File: src/rtl/axi_gen_pkg.sv
// axi_gen_pkg: shared scheduler state encoding and counter width
package axi_gen_pkg;

    typedef enum logic [1:0] {
        IDLE  = 2'd0,
        START = 2'd1,
        RUN   = 2'd2,
        GAP   = 2'd3
    } state_t;

    localparam int CNT_WIDTH = 16;

endpackage

File: src/rtl/rr_arbiter.sv
// rr_arbiter: picks the first asserted request at or after the pointer, wrapping around
module rr_arbiter #(
    parameter int NUM_REQ = 4,
    localparam int IW = $clog2(NUM_REQ)
) (
    input  logic [NUM_REQ-1:0] req,
    input  logic [IW-1:0]      pointer,
    output logic [IW-1:0]      grant,
    output logic               grant_valid
);

    logic [IW-1:0] cand;

    // scan offsets from farthest to nearest so the nearest active requester wins
    always_comb begin
        grant       = '0;
        grant_valid = 1'b0;
        cand        = '0;
        for (int i = NUM_REQ - 1; i >= 0; i--) begin
            cand = IW'((int'(pointer) + i) % NUM_REQ);
            if (req[cand]) begin
                grant       = cand;
                grant_valid = 1'b1;
            end
        end
    end

endmodule

File: src/rtl/axi_gen_sched.sv
// axi_gen_sched: round-robin packet scheduler driving a data generator with inter-packet gaps
module axi_gen_sched
    import axi_gen_pkg::*;
#(
    parameter int NUM_REQ      = 4,
    parameter int LENGTH_WIDTH = 9,
    parameter int GAP_WIDTH    = 8,
    localparam int IW = $clog2(NUM_REQ)
) (
    input  logic                            clk,
    input  logic                            rst,
    input  logic                            i_enable,
    input  logic [NUM_REQ-1:0]              i_req,
    input  logic [NUM_REQ*LENGTH_WIDTH-1:0] i_req_len,
    input  logic [GAP_WIDTH-1:0]            i_gap,
    output logic [NUM_REQ-1:0]              o_req_ack,
    output logic [NUM_REQ-1:0]              o_req_done,
    output logic [NUM_REQ-1:0]              o_req_err,
    output logic                            o_gen_start,
    output logic [LENGTH_WIDTH-1:0]         o_gen_length,
    input  logic                            i_gen_valid,
    input  logic                            i_gen_last,
    output logic                            o_busy,
    output logic [IW-1:0]                   o_grant_id,
    output logic [CNT_WIDTH-1:0]            o_pkt_cnt
);

    state_t                state, state_nxt;
    logic [IW-1:0]         ptr, arb_idx;
    logic                  arb_valid, grant, zero_len, last_beat;
    logic [GAP_WIDTH-1:0]  gap_cnt;
    logic [LENGTH_WIDTH-1:0] lens [NUM_REQ];

    for (genvar k = 0; k < NUM_REQ; k++) begin : g_len
        assign lens[k] = i_req_len[k*LENGTH_WIDTH +: LENGTH_WIDTH];
    end

    rr_arbiter #(.NUM_REQ(NUM_REQ)) u_arb (
        .req         (i_req),
        .pointer     (ptr),
        .grant       (arb_idx),
        .grant_valid (arb_valid)
    );

    assign grant     = state == IDLE && i_enable && arb_valid;
    assign zero_len  = lens[arb_idx] == '0;
    assign last_beat = state == RUN && i_gen_valid && i_gen_last;

    // state register
    always_ff @(posedge clk) begin
        if (rst) state <= IDLE;
        else     state <= state_nxt;
    end

    // next state: zero-length grants stay idle, a zero gap skips GAP entirely
    always_comb begin
        state_nxt = state;
        case (state)
            IDLE:    state_nxt = (grant && !zero_len) ? START : IDLE;
            START:   state_nxt = RUN;
            RUN:     state_nxt = last_beat ? ((i_gap == '0) ? IDLE : GAP) : RUN;
            GAP:     state_nxt = (gap_cnt == GAP_WIDTH'(1)) ? IDLE : GAP;
            default: state_nxt = IDLE;
        endcase
    end

    // state-decoded outputs
    always_comb begin
        o_busy      = state != IDLE;
        o_gen_start = state == START;
        o_req_ack   = (state == START) ? NUM_REQ'(1) << o_grant_id : '0;
    end

    // grant capture, pointer, gap countdown, completion/error pulses and packet count
    always_ff @(posedge clk) begin
        if (rst) begin
            ptr          <= '0;
            o_grant_id   <= '0;
            o_gen_length <= '0;
            gap_cnt      <= '0;
            o_req_done   <= '0;
            o_req_err    <= '0;
            o_pkt_cnt    <= '0;
        end else begin
            o_req_done <= last_beat ? NUM_REQ'(1) << o_grant_id : '0;
            o_req_err  <= (grant && zero_len) ? NUM_REQ'(1) << arb_idx : '0;
            if (grant) begin
                o_grant_id   <= arb_idx;
                o_gen_length <= lens[arb_idx];
                ptr          <= (arb_idx == IW'(NUM_REQ - 1)) ? '0 : arb_idx + 1'b1;
            end
            if (last_beat)          gap_cnt <= i_gap;
            else if (state == GAP)  gap_cnt <= gap_cnt - 1'b1;
            if (last_beat && o_pkt_cnt != '1) o_pkt_cnt <= o_pkt_cnt + 1'b1;
        end
    end

endmodule

File: config.mk
export PLATFORM = sky130hd
export DESIGN_NAME = axi_gen_sched
export DESIGN_NICKNAME = d
export VERILOG_FILES = /design/src/rtl/axi_gen_pkg.sv /design/src/rtl/rr_arbiter.sv /design/src/rtl/axi_gen_sched.sv
export SDC_FILE = /design/constraint.sdc
export NUM_CORES = 1
export LEC_CHECK = 0
export CAP_MARGIN = 5
export CORE_UTILIZATION = 45
export DETAILED_ROUTE_END_ITERATION = 10
export PLACE_DENSITY = 0.81
export SKIP_CTS_REPAIR_TIMING = 1
export SYNTH_ARGS = -nofsm -noshare
export SYNTH_HDL_FRONTEND = slang
export SYNTH_HIERARCHICAL = 1
export SYNTH_SLANG_ARGS = --single-unit
File: constraint.sdc
create_clock -name clk -period 5.1 [get_ports clk]
set_input_delay 1.02 -clock clk [delete_from_list [all_inputs] [get_ports clk]]
set_output_delay 1.02 -clock clk [all_outputs]
set_load 0.01 [all_outputs]
==> metrics.cfg, run 1 <==
[run_status]
status = complete, no violations

[synth]
synth_top_cell_by_area = dfxtp_1
synth_top_area_share_pct = 37.2
synth_edf_count = 0
synthTopCellsByArea = dfxtp_1 37%, mux4_2 8.0%, a21oi_1 7.5%, nand2_1 4.9%, nor2_1 4.9%
ys_warn_count = 6
yosys.cell_count.top_type = dfxtp_1
syn_nets = 353
ys.flop_type = dfxtp_1
avgSynthCellArea_um2 = 8.53
ys_seq_elements = 47
synth-seq-area-share_pct = 37.2
synth_common_cells = 47 x dfxtp_1, 38 x a21oi_1, 33 x nand2_1, 33 x nor2_1, 12 x clkbuf_1
synth_area_mm2 = 0.00253
ys_types = 43
async_flop_share_pct = 0
synthCells = 296

[finish]
syn2layout_area_growth_pct = 41.2
drive_above_1_share_pct = 8.38
diodes = 0
nNetsFinal = 438
fin_area_mm2 = 0.00357

[critical_path]
path_max_fanout = 14
arrival_ps = 4260
cpPeakStageDelay_ps = 820
worst_setup_path_start_kind = primary input
r2r-end = o_req_err[1]
r2r_slack_ps = 1830
timing.rr.start = ptr[0]
crit_type = primary input to register
reg2regPathDepth = 7
cp.required_ps = 5330
path_cells = clkdlybuf4s50_1 > nor3b_1 > a211oi_1 > nor2_1 > mux4_2 > or4_4 > or4b_4 > nor3_2
critPathSlowestCell = nor2_1
endpoint_kind = register

[pwr]
p_seq_share_pct = 49.1
vdd_ir_drop_max_v = 0.000193
p_leak_nw = 1.21
p_sw_mw = 0.226
powerDensity_mw_per_mm2 = 227
internal-power_mw = 0.584
swShare_pct = 27.9
totalPowerFinal_mw = 0.810
p_clk_share_pct = 27.2
power_frac_comb_pct = 23.7

[timing]
drv_slew = 0
fin_ws_ps = 1070
finalHoldViolations = 0
grt_setup_unrepaired = no
tightest_slew_ps = 1070
finalSetupViolations = 0
final.min_clock_period_ps = 4030
max_freq_mhz = 248
finalCritPeriodShare_pct = 79.0
relSlewSlack_pct = 28.3
clock_skew_ps = 3.83
fin_tns_setup_ps = 0

[placement]
placed_area_mm2 = 0.00348
dp_hpwl_um = 4900
pre_cts_ws_ps = 762
port_buffers = 93
gp_congestion = 0.829

[clock_tree]
cts_tree = done
clock_path_buffers = 2
clk_latency_ps = 300
clkTransAtPathRegs_ps = 90
clockRootBuffer = clkbuf_8
cts.sinks = 47
htree_levels = 2
cts_inserted_buffers = 5

[floorplan]
dieWidth_um = 76.9
initial_core_util_pct = 47.9
dieHeight_um = 76.9
dieArea_mm2 = 0.00592
coreArea_mm2 = 0.00527
io_pins = 94
rows = 26

[global_route]
grt_max_degree = 54
grtUsageTotal_pct = 22.7
grt_overflow = 0
grt_pass1_vias = 2430
grt_pass1_wl_um = 10900
antenna_found_initial = 0

[routing]
post-route-drc-count = 0
vias = 2594
routedWlPerCell_um = 14.1
drt_iter0_drc = 148
viasPerCell = 5.74
ant_nets = 0
dr.pass1.iters = 5
wl_um = 6390

[worst_hold_path]
hold_path.class = register to register
holdCritStartpoint = o_gen_length[3]
hold_path_end = o_gen_length[3]
min_path_cells = 2

[job]
cap_violations = 0

-- power by group through the flow --
stage / clock network, mW / registers (mW) / logic [mW]
floorplan: 0 / 0.405 / 0.108
global placement: 0 / 0.405 / 0.188
detailed placement: 0 / 0.406 / 0.192
CTS: 0.224 / 0.397 / 0.193
global route: 0.237 / 0.401 / 0.209
finish: 0.220 / 0.397 / 0.192
-- area by class of cell --
class | count | area, um2
fillers | 472 | 1700
multi-input cells | 225 | 1490
flip-flops and latches | 47 | 941
repair buffers | 95 | 941
well taps | 70 | 87.6
clock buffers | 6 | 72.6
inverters | 7 | 26.3
clock inverters | 2 | 12.5
-- sequential cells by signal, summed over array words and instances, names as in the netlist --
name	flops
o_grant_id	2
o_gen_length	9
ptr	2
o_req_done	4
o_req_err	4
gap_cnt	8
o_pkt_cnt	16
state	2
-- cell families after synthesis --
family | Yosys count | synth area share [%]
and+or+nand+nor | 138 | 28.9
AOI/OAI and AO/OA | 64 | 15.3
DFF | 47 | 37.2
buffers and inverters | 24 | 4.21
muxes | 19 | 12.4
adders and majority gates | 4 | 1.98
-- worst max path at each step --
| stage | to | start | cells past startpoint | slack, ps |
|---|---|---|---|---|
| after floorplan | o_req_err[0] | i_req[1] | 8 | 1700 |
| after global placement | o_req_err[1] | i_req[1] | 8 | 870 |
| after detailed placement | o_req_err[2] | i_req[3] | 8 | 760 |
| after CTS | o_req_err[2] | i_req[3] | 8 | 1080 |
| after global routing | o_req_err[1] | i_req[1] | 8 | 860 |
| final | o_req_err[1] | i_req[1] | 8 | 1070 |
-- cells in the final DEF (no fill, tap or decap), drive strengths merged, types with 3 or more instances in the layout --
cell type / instances
nand2: 33
nand2b: 8
a211oi: 4
o31ai: 6
or4: 7
o21ai: 5
nor4: 7
nand4: 9
a21oi: 38
dfxtp: 47
nor2: 33
mux4: 9
clkbuf: 6
buf: 3
nor3: 11
clkdlybuf4s50: 92
ha: 4
a32oi: 3
inv: 7
mux2: 8
nand3: 8
nor2b: 10
-- layer usage --
metal | GRT usage (%) | share of wire (%) | routed length, um | vias to the layer above
met5 | 0 | 0 | 0 | -
met4 | 6.92 | 1.4 | 92 | 0
met3 | 9.29 | 11 | 701 | 9
met2 | 38.9 | 48 | 3040 | 118
met1 | 25.6 | 40 | 2560 | 1205
li1 | - | - | - | 1262
-- through the flow --
step	utilization (%)	hold slack, ps	cells
4_1_cts	67.7	464	452
6_report	67.7	463	452
3_3_place_gp	66.0	442	444
3_5_place_dp	66.0	454	444
5_1_grt	67.7	484	452
2_1_floorplan	-	464	296
-- worst max-delay path: cells and delay by family --
| kind | cells | cell delay, ps |
|---|---|---|
| multiplexers | 1 | 430 |
| AO/OA/AOI/OAI | 1 | 80 |
| buffers and inverters | 1 | 440 |
| AND/OR/NAND/NOR | 5 | 2280 |
Note: power is estimated with default switching activity, not from simulation.
==> run 2, diff against run 1 <==
--- a/config.mk
+++ b/config.mk
@@ -6,9 +6,9 @@
 export NUM_CORES = 1
 export LEC_CHECK = 0
 export CAP_MARGIN = 5
-export CORE_UTILIZATION = 45
+export CORE_UTILIZATION = 40
 export DETAILED_ROUTE_END_ITERATION = 10
-export PLACE_DENSITY = 0.81
+export PLACE_DENSITY = 0.76
 export SKIP_CTS_REPAIR_TIMING = 1
 export SYNTH_ARGS = -nofsm -noshare
 export SYNTH_HDL_FRONTEND = slang
==> constraint.sdc (replaced) <==
create_clock -name clk -period 3.5 [get_ports clk]
set_input_delay 0.7 -clock clk [delete_from_list [all_inputs] [get_ports clk]]
set_output_delay 0.7 -clock clk [all_outputs]
set_load 0.01 [all_outputs]
==> metrics.cfg, run 2 (synthesis results as in run 1) <==
[critical_path]
arrival_ps = 3530
cp.required_ps = 3730
path_max_fanout = 6
worst_setup_path_start_kind = primary input
r2r_slack_ps = 640
reg2regPathDepth = 8
crit_type = primary input to register
endpoint_kind = register

[global_route]
grt_pass1_vias = 2373
antenna_found_initial = 0
grt_overflow = 0
grt_pass1_wl_um = 10800
grt_max_degree = 54
grtUsageTotal_pct = 21.2

[routing]
drt_iter0_drc = 83
vias = 2548
ant_nets = 0
post-route-drc-count = 0
wl_um = 6660
viasPerCell = 5.49
dr.pass1.iters = 4
routedWlPerCell_um = 14.4

[floorplan]
rows = 28
coreArea_mm2 = 0.00599
dieArea_mm2 = 0.00664
dieHeight_um = 81.5
dieWidth_um = 81.5
initial_core_util_pct = 42.2
io_pins = 94

[pwr]
p_sw_mw = 0.330
vdd_ir_drop_max_v = 0.000158
p_seq_share_pct = 47.1
swShare_pct = 26.8
p_clk_share_pct = 29.1
internal-power_mw = 0.901
power_frac_comb_pct = 23.8
powerDensity_mw_per_mm2 = 339
p_leak_nw = 1.26

[timing]
max_freq_mhz = 303
drv_slew = 0
grt_setup_unrepaired = no
finalSetupViolations = 0
clock_skew_ps = 3.19
final.min_clock_period_ps = 3300
relSlewSlack_pct = 36.3
tightest_slew_ps = 956
finalHoldViolations = 0
finalCritPeriodShare_pct = 94.2

[worst_hold_path]
hold_path.class = register to register
min_path_cells = 2

[placement]
placedCellCount = 456
gp_congestion = 0.836
placed_area_mm2 = 0.00353
port_buffers = 93
dp_hpwl_um = 5040

[finish]
final_cell_mix = 92 x clkdlybuf4s50_1, 47 x dfxtp_1, 38 x a21oi_1
fin_area_mm2 = 0.00363
final_common_cell = clkdlybuf4s50_1
largest_register_ffs = 16
drive_above_1_share_pct = 9.77
nNetsFinal = 445
diodes = 0
reg.largest.list = o_pkt_cnt: 16 flops, o_gen_length: 9 flops, gap_cnt: 8 flops
finalNonFillerCells = 464
regMostFlops = o_pkt_cnt
syn2layout_area_growth_pct = 43.8
final_core_util_pct = 60.7

[clock_tree]
cts_inserted_buffers = 5
cts.sinks = 47
clockRootBuffer = clkbuf_8
clkTransAtPathRegs_ps = 80
clock_path_buffers = 2
htree_levels = 2
clk_latency_ps = 300
cts_tree = done

[run_status]
status = complete, no violations

[job]
cap_violations = 0

==> run 2: cell types whose count changed in the layout (fill, tap and decap cells not counted), sizes merged <==
| cell | change |
|---|---|
| clkinv | -1 |
| clkbuf | +2 |
| buf | +7 |
| clkinvlp | -1 |
==> run 2: layer usage <==
| metal | GRT usage (%) | vias to the layer above | share of wire [%] |
|---|---|---|---|
| li1 | - | 1270 | - |
| met1 | 24.4 | 1167 | 41 |
| met2 | 35.8 | 101 | 48 |
| met3 | 7.78 | 10 | 9.5 |
| met4 | 8.04 | 0 | 1.7 |
| met5 | 0 | - | 0 |
==> run 2: critical path, cell delays in order <==
cell and delay, ps:
clkdlybuf4s50_1 520, mux2i_1 110, a211oi_2 240, buf_4 200, mux4_2 520, or4_4 550
or4b_4 570, nor3_2 120
==> run 2: cell type report <==
type	count	area, um2
Clock buffer	8	100
Multi-Input combinational cell	225	1480
Timing Repair Buffer	102	993
Inverter	7	26.3
Tap cell	75	93.8
Fill cell	541	2360
Sequential cell	47	941
==> run 2: final timing paths <==
kind                        start               to
setup reg to reg           ptr[1]     o_req_err[2]
hold / removal    o_gen_length[1]  o_gen_length[1]
setup / recovery         i_req[3]     o_req_err[2]
hold reg to reg   o_gen_length[1]  o_gen_length[1]
==> run 2: power groups by stage <==
stage	Clock (mW)	Combinational [mW]	Sequential, mW
4_1_cts	0.367	0.294	0.579
6_report	0.358	0.293	0.579
3_5_place_dp	0	0.293	0.591
2_1_floorplan	0	0.157	0.590
5_1_grt	0.393	0.319	0.584
3_3_place_gp	0	0.287	0.590
==> run 2: through the flow <==
step                setup TNS, ps  hold slack [ps]  setup WS, ps  total power, mW
floorplan                       0              464           424            0.747
global placement             -116              441         -31.3            0.878
detailed placement           -414              446          -125            0.884
CTS                             0              458           189             1.24
global route                    0              478           118             1.30
finish                          0              457           202             1.23
